--- config.mk ---
export PLATFORM = sky130hd
export DESIGN_NAME = id_front
export DESIGN_NICKNAME = d
export VERILOG_FILES = /design/src/rtl/id_front_pkg.sv /design/src/rtl/id_front_stall_ctrl.sv /design/src/rtl/id_front.sv
export SDC_FILE = /design/constraint.sdc
export NUM_CORES = 1
export LEC_CHECK = 0
export CORE_AREA = 2 2 147 149
export DETAILED_ROUTE_END_ITERATION = 10
export DIE_AREA = 0 0 149 151
export GPL_TIMING_DRIVEN = 0
export MAX_ROUTING_LAYER = met4
export PLACE_DENSITY = 0.77
export SLEW_MARGIN = 20
export SYNTH_ARGS = -nofsm -noshare
export SYNTH_HDL_FRONTEND = slang
export SYNTH_SLANG_ARGS = --single-unit
--- constraint.sdc ---
create_clock -name clk -period 4.9 [get_ports clk]
set_input_delay 0.98 -clock clk [delete_from_list [all_inputs] [get_ports clk]]
set_output_delay 0.98 -clock clk [all_outputs]
set_load 0.02 [all_outputs]
--- src/rtl/id_front_pkg.sv ---
// rtl/id_front_pkg.sv - shared decode constants and types for the ID front end
package id_front_pkg;

  // Primary opcodes
  localparam logic [5:0] OP_RTYPE = 6'h00;
  localparam logic [5:0] OP_J     = 6'h02;
  localparam logic [5:0] OP_JAL   = 6'h03;
  localparam logic [5:0] OP_BEQ   = 6'h04;
  localparam logic [5:0] OP_ORI   = 6'h0d;
  localparam logic [5:0] OP_LUI   = 6'h0f;
  localparam logic [5:0] OP_LW    = 6'h23;
  localparam logic [5:0] OP_SW    = 6'h2b;

  // R-type function codes
  localparam logic [5:0] FN_JR    = 6'h08;
  localparam logic [5:0] FN_ADDU  = 6'h21;
  localparam logic [5:0] FN_SUBU  = 6'h23;

  // Tuse / Tnew share one width
  localparam int T_W = 2;
  typedef logic [T_W-1:0] t_val_t;

  // An unused source field gets the largest Tuse; since a Tnew can never
  // exceed it, the "Tuse < Tnew" test is always false and it never stalls.
  localparam t_val_t TUSE_NONE = 2'd3;

  // Next-PC select presented to IF
  typedef enum logic [1:0] {
    JC_PC4   = 2'b00,
    JC_NADD  = 2'b01,
    JC_SPLIT = 2'b10,
    JC_RD1   = 2'b11
  } jump_ctrl_e;

  localparam logic [31:0] RESET_PC = 32'h0000_3000;

endpackage

--- src/rtl/id_front_stall_ctrl.sv ---
// rtl/id_front_stall_ctrl.sv - Tuse decode and Tnew comparison producing the ID stall
module id_front_stall_ctrl
  import id_front_pkg::*;
(
  input  logic [5:0] opcode,
  input  logic [5:0] funct,
  input  logic [4:0] rs,
  input  logic [4:0] rt,
  input  logic [4:0] e_a3,
  input  logic [4:0] m_a3,
  input  t_val_t     e_tnew,
  input  t_val_t     m_tnew,
  output logic       stall
);

  t_val_t tuse_rs;
  t_val_t tuse_rt;

  // A source hazards when a later-stage producer will not have its value ready
  // by the time this instruction needs it; $0 is never a real dependency.
  function automatic logic src_hazard(input logic [4:0] r, input t_val_t tuse,
                                      input logic [4:0] ea3, input t_val_t etn,
                                      input logic [4:0] ma3, input t_val_t mtn);
    return (r != 5'd0) &&
           (((r == ea3) && (tuse < etn)) || ((r == ma3) && (tuse < mtn)));
  endfunction

  // Decode when each source field is consumed; anything unsupported uses nothing
  always_comb begin
    tuse_rs = TUSE_NONE;
    tuse_rt = TUSE_NONE;
    case (opcode)
      OP_RTYPE: begin
        if (funct == FN_ADDU || funct == FN_SUBU) begin
          tuse_rs = 2'd1;
          tuse_rt = 2'd1;
        end else if (funct == FN_JR) begin
          tuse_rs = 2'd0;
        end
      end
      OP_ORI, OP_LW: tuse_rs = 2'd1;
      OP_SW: begin
        tuse_rs = 2'd1;
        tuse_rt = 2'd2;
      end
      OP_BEQ: begin
        tuse_rs = 2'd0;
        tuse_rt = 2'd0;
      end
      default: ;
    endcase
  end

  // Either source against either producer stage is enough to stall
  always_comb begin
    stall = src_hazard(rs, tuse_rs, e_a3, e_tnew, m_a3, m_tnew) ||
            src_hazard(rt, tuse_rt, e_a3, e_tnew, m_a3, m_tnew);
  end

endmodule

--- src/rtl/id_front.sv ---
// rtl/id_front.sv - IF/ID register, branch/jump targets, next-PC select and stall control
module id_front
  import id_front_pkg::*;
(
  input  logic        clk,
  input  logic        reset,
  input  logic [31:0] F_Instr,
  input  logic [31:0] F_PC4,
  input  logic [31:0] F_PC,
  input  logic [31:0] RD1,
  input  logic [31:0] RD2,
  input  logic [4:0]  E_A3,
  input  logic [4:0]  M_A3,
  input  logic [1:0]  E_Tnew,
  input  logic [1:0]  M_Tnew,
  output logic [31:0] D_Instr,
  output logic [31:0] D_PC4,
  output logic [31:0] D_PC,
  output logic [4:0]  D_rs,
  output logic [4:0]  D_rt,
  output logic [31:0] Nadder,
  output logic [31:0] splitter,
  output logic [1:0]  JumpCtrl,
  output logic        pc_en,
  output logic        flush_e,
  output logic [31:0] stall_cnt
);

  logic       stall;
  logic [5:0] opcode;
  logic [5:0] funct;
  jump_ctrl_e jump_sel;

  assign opcode = D_Instr[31:26];
  assign funct  = D_Instr[5:0];
  assign D_rs   = D_Instr[25:21];
  assign D_rt   = D_Instr[20:16];

  id_front_stall_ctrl u_stall_ctrl (
    .opcode (opcode),
    .funct  (funct),
    .rs     (D_rs),
    .rt     (D_rt),
    .e_a3   (E_A3),
    .m_a3   (M_A3),
    .e_tnew (E_Tnew),
    .m_tnew (M_Tnew),
    .stall  (stall)
  );

  // IF/ID register: holds while stalled; the delay slot is never flushed
  always_ff @(posedge clk or posedge reset) begin
    if (reset) begin
      D_Instr <= 32'd0;
      D_PC4   <= RESET_PC + 32'd4;
      D_PC    <= RESET_PC;
    end else if (!stall) begin
      D_Instr <= F_Instr;
      D_PC4   <= F_PC4;
      D_PC    <= F_PC;
    end
  end

  // Count stalled cycles since reset, wrapping naturally
  always_ff @(posedge clk or posedge reset) begin
    if (reset) begin
      stall_cnt <= 32'd0;
    end else if (stall) begin
      stall_cnt <= stall_cnt + 32'd1;
    end
  end

  // Branch and jump targets, both relative to the delay-slot PC
  always_comb begin
    Nadder   = D_PC4 + {{14{D_Instr[15]}}, D_Instr[15:0], 2'b00};
    splitter = {D_PC4[31:28], D_Instr[25:0], 2'b00};
  end

  // Next-PC select; a stalled instruction must not redirect fetch yet
  always_comb begin
    jump_sel = JC_PC4;
    if (!stall) begin
      case (opcode)
        OP_BEQ:       jump_sel = (RD1 == RD2) ? JC_NADD : JC_PC4;
        OP_J, OP_JAL: jump_sel = JC_SPLIT;
        OP_RTYPE:     jump_sel = (funct == FN_JR) ? JC_RD1 : JC_PC4;
        default:      jump_sel = JC_PC4;
      endcase
    end
  end

  // Stall freezes fetch and injects a bubble into EX
  always_comb begin
    JumpCtrl = jump_sel;
    pc_en    = !stall;
    flush_e  = stall;
  end

endmodule

==> flow_metrics.env, run 1 <==
export IMPL_vias=7349
export IMPL_synthesis_area_mm2=0.00815
export IMPL_relSlewSlack_pct=46.8
export IMPL_cts_hold_buf=0
export IMPL_port_buffers=379
export IMPL_worstSetupPathType="flip-flop to output port"
export IMPL_cap_violations=0
export IMPL_cp_max_fo=5
export IMPL_report_final_slew_viol_count=0
export IMPL_r2r_start="D_Instr[2]$_DFFE_PP0N_"
export IMPL_synthFlopType="dfrtp_1"
export IMPL_vdd_drop_max_uv=229
export IMPL_die_h_um=151
export IMPL_die_area_mm2=0.0225
export IMPL_clkSlewWorstSetupHoldPaths_ns=0.07
export IMPL_diodes=0
export IMPL_antenna_found_initial=0
export IMPL_cts_made_buffers=17
export IMPL_hold_path_class="flip-flop to flip-flop"
export IMPL_start_util_pct=39.1
export IMPL_synth_edf_count=0
export IMPL_die_w_um=149
export IMPL_startpoint="D_Instr[2]$_DFFE_PP0N_"
export IMPL_power_total_mw=3.97
export IMPL_ys_seq_area_share_pct=39.4
export IMPL_place_ws_ns=-0.00999
export IMPL_finalCritPeriodShare_pct=96.6
export IMPL_overflow=0
export IMPL_fillers=1759
export IMPL_wl_per_cell_um=18.5
export IMPL_drive_above_1_share_pct=19.5
export IMPL_avgSynthCellArea_um2=10.7
export IMPL_cp_start_kind="flip-flop"
export IMPL_grt_pass1_wl_um=41300
export IMPL_final_setup_skew_ns=0.0143
export IMPL_grt_pass1_vias=7569
export IMPL_multi_input_area_mm2=0.00445
export IMPL_io_pins=382
export IMPL_endpoint_kind="output port"
export IMPL_htree_levels=4
export IMPL_worst_hold_slack_ns=0.495
export IMPL_powerDensity_mw_per_mm2=305
export IMPL_grt_max_degree=68
export IMPL_finalInstanceArea_mm2=0.0130
export IMPL_routed_wl_um=26900
export IMPL_place_gp_congestion=0.865
export IMPL_place_area_mm2=0.0123
export IMPL_insertion_delay_ns=0.43
export IMPL_ys_async_sr_fraction_pct=100
export IMPL_firstDrtPassIters=5
export IMPL_nets=1373
export IMPL_leakage_nw=5.37
export IMPL_route_detailed_drc=0
export IMPL_min_from="stall_cnt[28]$_DFFE_PP0P_"
export IMPL_synth_cell_type_count=64
export IMPL_root_buffer="clkbuf_16"
export IMPL_vias_per_cell=5.07
export IMPL_cts_sinks=128
export IMPL_worstPathArrival_ns=3.75
export IMPL_ys_warn_count=0
export IMPL_rows=53
export IMPL_worst_pin_slew_ns=0.798
export IMPL_critPathRequiredTime_ns=3.92
export IMPL_clock_path_buffers=2
export IMPL_fmax_mhz=211
export IMPL_final_antenna_net_count=0
export IMPL_seq_area_mm2=0.00321
export IMPL_ys_seq_elements=128
export IMPL_outcome="finished, final reports clean"
export IMPL_timing_final_ws_setup_ns=0.167
export IMPL_finalHoldViolations=0
export IMPL_drtIter0Drc=284
export IMPL_finalSetupViolCount=0
export IMPL_period_needed_ns=4.73
export IMPL_hpwl_um=20800
export IMPL_cts_tree="done"
export IMPL_syn_inst=761
export IMPL_core_area_mm2=0.0208
export IMPL_syn_to_final_growth_pct=59.7
export IMPL_track_usage_pct=24.4
## cell type report
cell class,instances,share of cell area [%]
tap,275,2.64
sequential,128,24.7
clock inverter,15,1.45
timing repair buffer,382,29.5
buffer,71,3.68
multi-input combinational,543,34.2
clock buffer,17,3.27
inverter,19,0.606
## cell usage in the layout (no fill, tap or decap), drive strengths merged, types with 24 or more instances in the layout
cell / Yosys / routed
clkdlybuf4s50: 0 / 375
dfrtp: 123 / 123
mux2: 95 / 95
buf: 62 / 64
xnor2: 55 / 55
xor2: 51 / 51
nor2: 39 / 39
a21oi: 36 / 36
ha: 34 / 34
nand2: 33 / 33
inv: 19 / 29
clkbuf: 10 / 27
nor4: 24 / 24
## per-layer routing
| metal | wire length, um | vias to the layer above | share of wire [%] | track usage (%) |
|---|---|---|---|---|
| met1 | 11400 | 3505 | 42 | 30.4 |
| met2 | 13300 | 292 | 49 | 40.8 |
| li1 | - | 3514 | - | - |
| met5 | 0 | - | 0 | - |
| met3 | 1750 | 38 | 6.5 | 5.15 |
| met4 | 418 | 0 | 1.6 | 6.05 |
## critical path, stage by stage, from the launching register on
cell             delay, ns
dfrtp_1               0.49
ha_1                  0.39
nor2b_1               0.16
o31a_1                0.31
a221oi_4              0.38
a21oi_2               0.17
a2111o_1              0.40
a21oi_1               0.21
xnor2_1               0.14
clkdlybuf4s50_1       0.66
## state kept, by name, indices dropped and copies added (netlist names)
signal and count:
D_Instr 32, D_PC4 32, stall_cnt 32, D_PC 32
## power by group
group          total (mW)  switching, mW  internal, mW  leakage, nW
Sequential           1.24          0.103          1.14         1.55
Clock                1.36          0.579         0.778        0.302
Combinational        1.37          0.663         0.707         3.52
Total                3.97           1.34          2.62         5.37
## synth_stat cells, types with 20 or more instances
cell type,instances,area [um^2]
nand3_1,23,115
xnor2_1,54,473
a21oi_1,36,180
o21ai_0,20,100
xor2_1,51,447
mux2_2,95,1070
dfrtp_1,123,3080
nor2_1,39,146
nand2_1,33,124
ha_1,34,425
buf_4,44,330
## cells by family (layout without fill, tap and decap cells)
logic type | count (synthesis) | count (layout) | synth area share, %
buffers and inverters | 91 | 504 | 6.82
AND/OR/NAND/NOR | 197 | 197 | 14.9
AO/OA/AOI/OAI | 108 | 108 | 8.74
other | 1 | 2 | 0.0460
flip-flops | 128 | 128 | 39.4
XOR/XNOR | 106 | 106 | 11.5
multiplexers | 95 | 95 | 13.1
adder cells (fa/ha/maj) | 35 | 35 | 5.47
## final timing paths
check | cells past startpoint | endpoint | slack (ns)
min in group asynchronous | 2 | D_PC[9]$_DFFE_PP0N_ | 0.97
hold / removal | 1 | stall_cnt[28]$_DFFE_PP0P_ | 0.50
max in group asynchronous | 3 | D_PC4[13]$_DFFE_PP1N_ | 3.19
hold reg to reg | 1 | stall_cnt[28]$_DFFE_PP0P_ | 0.50
setup reg to reg | 12 | D_Instr[3]$_DFFE_PP0N_ | 1.52
setup / recovery | 9 | Nadder[30] | 0.17
## per-stage QoR
step	TNS (ns)	std cells	util [%]
floorplan	0	762	-
global placement	-182.59	1416	59.0
detailed placement	-0.00999	1417	59.2
CTS	0	1448	62.3
global route	-0.00118	1450	62.5
finish	0	1450	62.5
## repair_timing
item | in CTS | in global routing
buffers inserted | 0 | 2
endpoints found under the hold margin | 0 | 0
pin swaps | 0 | 1
endpoints found under the setup margin | 8 | 5
gates resized for setup | 11 | 6
Power figures use the tool's default switching activity.
==> run 2, diff against run 1 <==
--- a/config.mk
+++ b/config.mk
@@ -10,7 +10,7 @@
 export DIE_AREA = 0 0 149 151
 export GPL_TIMING_DRIVEN = 0
 export MAX_ROUTING_LAYER = met4
-export PLACE_DENSITY = 0.77
+export PLACE_DENSITY = 0.74
 export SLEW_MARGIN = 20
 export SYNTH_ARGS = -nofsm -noshare
 export SYNTH_HDL_FRONTEND = slang
==> flow_metrics.env, run 2 (synthesized netlist as in run 1, its figures left out) <==
export IMPL_hold_depth=1
export IMPL_top_layer="met4"
export IMPL_die_area_mm2=0.0225
export IMPL_utilization_pct=62.5
export IMPL_finalCritPeriodShare_pct=96.6
export IMPL_reg2reg_slack_ns=1.53
export IMPL_io_pins=382
export IMPL_cp_max_fo=4
export IMPL_grt_max_degree=97
export IMPL_route_detailed_drc=0
export IMPL_place_gp_congestion=0.858
export IMPL_insertion_delay_ns=0.43
export IMPL_clock_path_buffers=2
export IMPL_leakage_nw=5.38
export IMPL_drive_above_1_share_pct=19.5
export IMPL_hold_path_class="flip-flop to flip-flop"
export IMPL_routed_wl_um=26100
export IMPL_cap_violations=0
export IMPL_die_w_um=149
export IMPL_rows=53
export IMPL_relSlewSlack_pct=46.8
export IMPL_finalHoldViolations=0
export IMPL_finalSetupViolCount=0
export IMPL_cp_start_kind="flip-flop"
export IMPL_firstDrtPassIters=4
export IMPL_finalInstanceArea_mm2=0.0130
export IMPL_drtIter0Drc=343
export IMPL_worstSetupPathType="flip-flop to output port"
export IMPL_cp_cell_sequence="ha_1 -> inv_1 -> fa_1 -> nor2b_1 -> o31a_1 -> a221oi_4 -> a21oi_2 -> a211oi_2 -> a21oi_1 -> xor2_1 -> clkdlybuf4s50_1"
export IMPL_cts_sinks=128
export IMPL_antenna_found_initial=1
export IMPL_worstRegToRegCells=12
export IMPL_place_area_mm2=0.0123
export IMPL_syn_to_final_growth_pct=59.7
export IMPL_cts_made_buffers=17
export IMPL_htree_levels=4
export IMPL_hpwl_um=20500
export IMPL_wl_per_cell_um=18.0
export IMPL_powerDensity_mw_per_mm2=300
export IMPL_vias=7279
export IMPL_root_buffer="clkbuf_16"
export IMPL_rsz0062_at_grt="yes"
export IMPL_vdd_drop_max_uv=216
export IMPL_wl_met2_um=12500
export IMPL_worst_path_max_delay_cell="clkdlybuf4s50_1"
export IMPL_mostFrequentLayoutCell="clkdlybuf4s50_1"
export IMPL_period_needed_ns=4.73
export IMPL_die_h_um=151
export IMPL_route_met3_wl_um=1990
export IMPL_start_util_pct=39.1
export IMPL_cts_hold_buf=0
export IMPL_final_setup_skew_ns=0.0150
export IMPL_slowest_delay_ns=0.63
export IMPL_report_final_slew_viol_count=0
export IMPL_vias_per_cell=5.02
export IMPL_layout_common_cells="373 x clkdlybuf4s50_1, 121 x dfrtp_1, 95 x mux2_2"
export IMPL_port_buffers=379
export IMPL_clkSlewWorstSetupHoldPaths_ns=0.07
export IMPL_endpoint_kind="output port"
export IMPL_track_usage_pct=23.7
export IMPL_overflow=0
export IMPL_fmax_mhz=211
export IMPL_grt_pass1_wl_um=39900
export IMPL_outcome="finished, final reports clean"
export IMPL_final_antenna_net_count=0
export IMPL_worst_pin_slew_ns=0.798
export IMPL_worstPathArrival_ns=3.75
export IMPL_cts_tree="done"
export IMPL_wl_met1_um=11100
export IMPL_critPathRequiredTime_ns=3.92
export IMPL_grt_pass1_vias=7333
export IMPL_core_area_mm2=0.0208
export IMPL_nets=1371
[run 2: cell count changes in the layout (fill, tap and decap cells not counted), sizes merged, moves of 2 or more]
| cell | change |
|---|---|
| dlymetal6s2s | +2 |
| bufinv | -2 |
| clkdlybuf4s50 | -2 |
| inv | -2 |
| buf | -2 |
| clkinv | +5 |
[run 2: worst max-delay path: cells and delay by family, from the launching register on]
family,cells,cell delay [ns]
fa+ha+maj,2,0.61
buf+inv,2,0.70
flops,1,0.56
compound gates,5,1.08
simple gates,1,0.17
xor+xnor,1,0.22
[run 2: final cells by class]
class / instances / area (um^2)
diodes: 1 / 2.50
plain buffers: 71 / 479
clock buffers: 17 / 425
clock inverters: 15 / 189
fillers: 1725 / 7810
inverters: 19 / 78.8
multi-input cells: 543 / 4460
flip-flops and latches: 128 / 3210
well taps: 275 / 344
repair buffers: 380 / 3830
[run 2: repair_timing]
item / 4_1_cts / 5_1_grt
pin swaps: 0 / 0
gates resized for setup: 8 / 12
cloned: 0 / 0
buffers inserted: 0 / 0
setup endpoints to repair: 7 / 9
[run 2: worst paths after layout]
check / from / to
hold reg to reg: stall_cnt[31]$_DFFE_PP0P_ / stall_cnt[31]$_DFFE_PP0P_
setup / recovery: D_PC4[2]$_DFFE_PP1N_ / Nadder[26]
max in group asynchronous: reset / D_Instr[0]$_DFFE_PP0N_
hold / removal: stall_cnt[31]$_DFFE_PP0P_ / stall_cnt[31]$_DFFE_PP0P_
setup reg to reg: D_Instr[28]$_DFFE_PP0N_ / D_Instr[30]$_DFFE_PP0N_
min in group asynchronous: reset / D_PC[26]$_DFFE_PP0N_
[run 2: power by group]
group	switching [mW]	internal, mW
sequential	0.101	1.14
combinational	0.656	0.706
clock	0.617	0.695
[run 2: stage by stage]
step	hold slack [ns]	power [mW]	TNS, ns	cells	setup WS (ns)
after floorplan	0.578	1.95	0	762	0.516
after global placement	0.461	2.59	-186.64	1416	-1.53
after detailed placement	0.463	2.61	-0.00285	1417	-0.00285
after CTS	0.474	3.94	0	1448	0.00447
after global routing	0.511	4.09	-0.0478	1449	-0.0478
final	0.475	3.91	0	1449	0.166
[run 2: layer usage]
layer	track usage, %	vias up
li1	-	3516
met1	29.0	3454
met2	38.4	272
met3	6.87	37
met4	7.00	0
met5	-	-
